$ cat src/rtl/perf_counter_bank_if.sv
// rtl/perf_counter_bank_if.sv - host/debug read port of the performance counter bank
interface perf_counter_bank_if #(
    parameter int NUM_CH = 4
);
    localparam int CH_W = (NUM_CH > 1) ? $clog2(NUM_CH) : 1;

    logic            rd_req;
    logic [CH_W-1:0] rd_ch;
    logic            rd_hi;
    logic            rd_valid;
    logic [31:0]     rd_data;

    modport master (
        output rd_req,
        output rd_ch,
        output rd_hi,
        input  rd_valid,
        input  rd_data
    );

    modport slave (
        input  rd_req,
        input  rd_ch,
        input  rd_hi,
        output rd_valid,
        output rd_data
    );
endinterface

$ cat src/rtl/perf_counter_bank.sv
// rtl/perf_counter_bank.sv - multi-channel event counters with snapshot shadows and sticky overflow
module perf_counter_bank #(
    parameter int NUM_CH   = 4,
    parameter int CNT_W    = 64,
    parameter bit SATURATE = 1'b0
) (
    input  logic              clk,
    input  logic              rst,
    input  logic              halt,
    input  logic [NUM_CH-1:0] evt,
    input  logic              clr,
    input  logic              snap,
    output logic [NUM_CH-1:0] ovf,
    perf_counter_bank_if.slave rd
);
    localparam int CH_W = (NUM_CH > 1) ? $clog2(NUM_CH) : 1;

    logic [NUM_CH-1:0][CNT_W-1:0] cnt;
    logic [NUM_CH-1:0][CNT_W-1:0] shadow;
    logic [63:0]                  rd_src;

    // Live counters: clear wins over counting, halt freezes counting only.
    always_ff @(posedge clk or posedge rst) begin
        if (rst) begin
            cnt <= '0;
            ovf <= '0;
        end else if (clr) begin
            cnt <= '0;
            ovf <= '0;
        end else if (!halt) begin
            for (int i = 0; i < NUM_CH; i++) begin
                if (evt[i]) begin
                    if (&cnt[i]) begin
                        ovf[i] <= 1'b1;
                        if (!SATURATE) begin
                            cnt[i] <= '0;
                        end
                    end else begin
                        cnt[i] <= cnt[i] + CNT_W'(1);
                    end
                end
            end
        end
    end

    // Shadow copy of every channel taken from the same cycle, before that cycle's increment.
    always_ff @(posedge clk or posedge rst) begin
        if (rst) begin
            shadow <= '0;
        end else if (snap) begin
            shadow <= cnt;
        end
    end

    // Select the requested shadow, zero-extended; unmapped channel numbers read as zero.
    always_comb begin
        rd_src = '0;
        for (int i = 0; i < NUM_CH; i++) begin
            if (rd.rd_ch == CH_W'(i)) begin
                rd_src = 64'(shadow[i]);
            end
        end
    end

    // One-cycle read response; data holds between reads.
    always_ff @(posedge clk or posedge rst) begin
        if (rst) begin
            rd.rd_valid <= 1'b0;
            rd.rd_data  <= '0;
        end else begin
            rd.rd_valid <= rd.rd_req;
            if (rd.rd_req) begin
                rd.rd_data <= rd.rd_hi ? rd_src[63:32] : rd_src[31:0];
            end
        end
    end
endmodule

$ cat src/flat_wrapper.sv
// flat-port wrapper written by rule: the top's interface ports become plain ports
module perf_counter_bank_flat 
#(
    parameter int NUM_CH   = 4,
    parameter int CNT_W    = 64,
    parameter bit SATURATE = 1'b0
)
  (clk, rst, halt, evt, clr, snap, ovf, rd_rd_req, rd_rd_ch, rd_rd_hi, rd_rd_valid, rd_rd_data);
  perf_counter_bank_if #(.NUM_CH(NUM_CH)) rd_i ();
  input  logic clk;
  input  logic rst;
  input  logic halt;
  input  logic [NUM_CH-1:0] evt;
  input  logic clr;
  input  logic snap;
  output logic [NUM_CH-1:0] ovf;
  input wire logic [$bits(rd_i.rd_req)-1:0] rd_rd_req;
  input wire logic [$bits(rd_i.rd_ch)-1:0] rd_rd_ch;
  input wire logic [$bits(rd_i.rd_hi)-1:0] rd_rd_hi;
  output wire logic [$bits(rd_i.rd_valid)-1:0] rd_rd_valid;
  output wire logic [$bits(rd_i.rd_data)-1:0] rd_rd_data;
  assign rd_i.rd_req = rd_rd_req;
  assign rd_i.rd_ch = rd_rd_ch;
  assign rd_i.rd_hi = rd_rd_hi;
  assign rd_rd_valid = rd_i.rd_valid;
  assign rd_rd_data = rd_i.rd_data;
  perf_counter_bank #(.NUM_CH(NUM_CH), .CNT_W(CNT_W), .SATURATE(SATURATE)) u_core (.clk(clk), .rst(rst), .halt(halt), .evt(evt), .clr(clr), .snap(snap), .ovf(ovf), .rd(rd_i));
endmodule
$ cat config.mk
export PLATFORM = sky130hd
export DESIGN_NAME = perf_counter_bank_flat
export DESIGN_NICKNAME = d
export VERILOG_FILES = /design/src/rtl/perf_counter_bank_if.sv /design/src/rtl/perf_counter_bank.sv /design/src/flat_wrapper.sv
export SDC_FILE = /design/constraint.sdc
export NUM_CORES = 1
export LEC_CHECK = 0
export ABC_AREA = 1
export CORE_ASPECT_RATIO = 1.4
export CORE_MARGIN = 2
export CORE_UTILIZATION = 35
export CTS_CLUSTER_SIZE = 25
export DETAILED_ROUTE_END_ITERATION = 6
export HOLD_SLACK_MARGIN = 0.12
export PLACE_DENSITY = 0.54
export SLEW_MARGIN = 20
export SYNTH_ARGS = -nofsm -noshare
export SYNTH_HDL_FRONTEND = slang
export SYNTH_SLANG_ARGS = --single-unit
$ cat constraint.sdc
create_clock -name clk -period 16.8 [get_ports clk]
set_clock_uncertainty 0.2 [all_clocks]
set_input_delay 1.68 -clock clk [delete_from_list [all_inputs] [get_ports clk]]
set_output_delay 1.68 -clock clk [all_outputs]
set_load 0.1 [all_outputs]
==> results.cfg <==
[yosys]
synth_common_cells = nand2_1, nor2_1, dfrtp_1
yosysTopAreaCellShare = 0.475
synth.most_common_cell = nand2_1
synthSimpleGateAreaFrac = 0.300
synth_compound_area_frac = 0.0874
synth_seq_cells = 549
synth_flop_cell = dfrtp_1
synth_fa_ha_area_frac = 0.00173
synthMuxAreaShare = 0.0166
yosysWarnings = 0
syn-num-nets = 3878
yosysSeqAreaShare = 0.475
synthesis.area_mm2 = 0.0289
async_flop_share = 1.00
synthTopCellsByArea = dfrtp_1, nand2_1, nor2_1, inv_1, o21ai_0
synth_xor_area_frac = 0.0411
avgSynthCellArea_um2 = 7.50
synth.largest_area_cell = dfrtp_1
synth_top_family_by_area = simple AND/OR/NAND/NOR gates
yosysUniqueCellTypes = 47
synthCells = 3861
synth-edff-count = 0

[global_route]
grt_pass1_wl_mm = 159
grt_pass1_vias = 24800
grtUsageTotal = 0.252
grt_max_degree = 183
overflow = 0
antenna_found_initial = 0

[placed_design]
place_congestion = 0.980
port_buffers = 49
placedCellCount = 4876
placed_area_mm2 = 0.0304
pre_cts_slack_ps = 11560
hpwl_mm = 81.5

[power_and_ir_drop]
leakage_nw = 13.7
pwr-share-clk = 0.467
p_sw_frac = 0.256
power_frac_seq = 0.468
power.total_mw = 2.89
combPwrFrac = 0.065
p_int_mw = 2.15
powerDensity_mw_per_mm2 = 89.4
power.switching_uw = 740
vdd_drop_max_uv = 83.3

[cells_and_area]
fin_cells = 4979
area_growth_pct = 11.7
layout-drive-gt1-share = 0.0548
final_core_util = 0.396
num-nets-final = 3880
final_area_mm2 = 0.0323
fillCellCount = 8505

[worst_setup_path]
ff2ff_path_depth = 10
r2r-start = u_core.cnt[173]
endpoint_kind = async pin
r2r_slack_ps = 13790
r2r_end = u_core.cnt[157]
cp.required_ps = 17270
arrival_ps = 4870
path_max_fanout = 67
start_kind = input port
path_class = in2async

[clock_network]
root_buffer = clkbuf_16
cts_tree = built
cts_hold_buffers = 0
clk_pin_slew_ps = 60
clkSinkCount = 549
numCtsBuffers = 56
htree_levels = 2
post-cts-setup-buffers = 0
post_cts_resized = 0
clk_latency_ps = 660
clk_path_buf_depth = 3

[sta]
setup_viol = 0
setup_ws_ps = 12390
drv_slew = 0
max_freq_mhz = 227
hold_slack_ps = 279
fin_crit_ps = 4410
tightestPinTransition_ps = 1070
relSlewSlack = 0.289
timing.final.crit_share = 0.262
hold_viol_final = 0
rsz0062_at_grt = false
timing.setup.tns_ps = 0

[floorplanning]
start_util = 0.354
die_y_um = 344
rows = 124
core_mm2 = 0.0818
ios = 50
dieArea_mm2 = 0.0851
dieWidth_um = 247

[min_path]
min_to = u_core.rd.rd_data[0]
min_delay_path_depth = 2
holdCritPathClass = reg2reg
hp-start = u_core.rd.rd_data[0]

[routing]
drc = 0
wl_per_cell_um = 21.4
drt-vias-per-instance = 5.14
dr.pass1.iters = 6
vias = 25600
drt_iter0_markers = 2088
totalWireLength_mm = 106
final_antenna_net_count = 0

[run_status]
outcome = complete, no violations

[run]
drv_cap = 0
[area by class of cell]
class,count,area [um^2],area share
inverters,451,1700,0.0525
well taps,1071,1340,0.0414
clock buffers,83,1720,0.0530
diodes,1,2.50,0.0000774
multi-input cells,2736,12900,0.400
clock inverters,19,248,0.00766
repair buffers,69,666,0.0206
flip-flops and latches,549,13700,0.425
[logic make-up (layout without fill, tap and decap cells)]
family,count (synthesis),in the layout
AO/OA/AOI/OAI,452,452
XOR/XNOR,136,136
adder cells (fa/ha/maj),4,4
buffers and inverters,576,622
flip-flops,549,549
multiplexers,43,43
other,0,1
AND/OR/NAND/NOR,2101,2101
[critical path: stages]
cell and delay (ps):
clkdlybuf4s50_1 440, clkinvlp_4 380, buf_4 640, buf_4 830, buf_4 810
[layer usage]
layer | vias up | GRT usage | wire length (um)
li1 | 12200 | - | -
met1 | 12400 | 0.305 | 42300
met2 | 739 | 0.421 | 50800
met3 | 252 | 0.0307 | 5010
met4 | 0 | 0.168 | 8280
met5 | - | 0 | 0
[how the worst max path moves through the flow]
| stage | cells after the start | from | endpoint |
|---|---|---|---|
| after floorplan | 1 | rst | u_core.cnt[0] |
| after global placement | 5 | rst | u_core.cnt[53] |
| after detailed placement | 5 | rst | u_core.cnt[44] |
| after CTS | 5 | rst | u_core.cnt[44] |
| after global routing | 5 | rst | u_core.cnt[61] |
| final | 5 | rst | u_core.cnt[44] |
[flip-flops by register name, summed over array words and instances (netlist names)]
| register | flops |
|---|---|
| u_core.ovf | 4 |
| u_core.shadow | 256 |
| u_core.cnt | 256 |
| u_core.rd.rd_data | 32 |
| u_core.rd.rd_valid | 1 |
[layout by cell type (no fill, tap or decap), drive strengths merged, types with 5 or more instances in the layout]
cell,n
a31oi,14
nor2,773
o221ai,18
xnor2,46
nand3b,20
nand4,87
o211ai,31
clkinv,10
o31ai,17
and2,5
clkbuf,83
a21oi,78
clkdlybuf4s50,47
o22ai,32
inv,449
clkinvlp,6
nor3,44
nor4,6
nand3,155
dfrtp,549
xor2,90
o21bai,7
nand2,999
bufinv,5
buf,22
o21ai,254
mux2,41
[power groups by stage]
stage	Sequential (mW)	Clock, mW	Combinational (mW)
after floorplan	1.41	0	0.0943
after global placement	1.38	0	0.189
after detailed placement	1.38	0	0.190
after CTS	1.35	1.38	0.190
after global routing	1.35	1.42	0.204
final	1.35	1.35	0.188
Note: power is estimated with default switching activity, not from simulation.
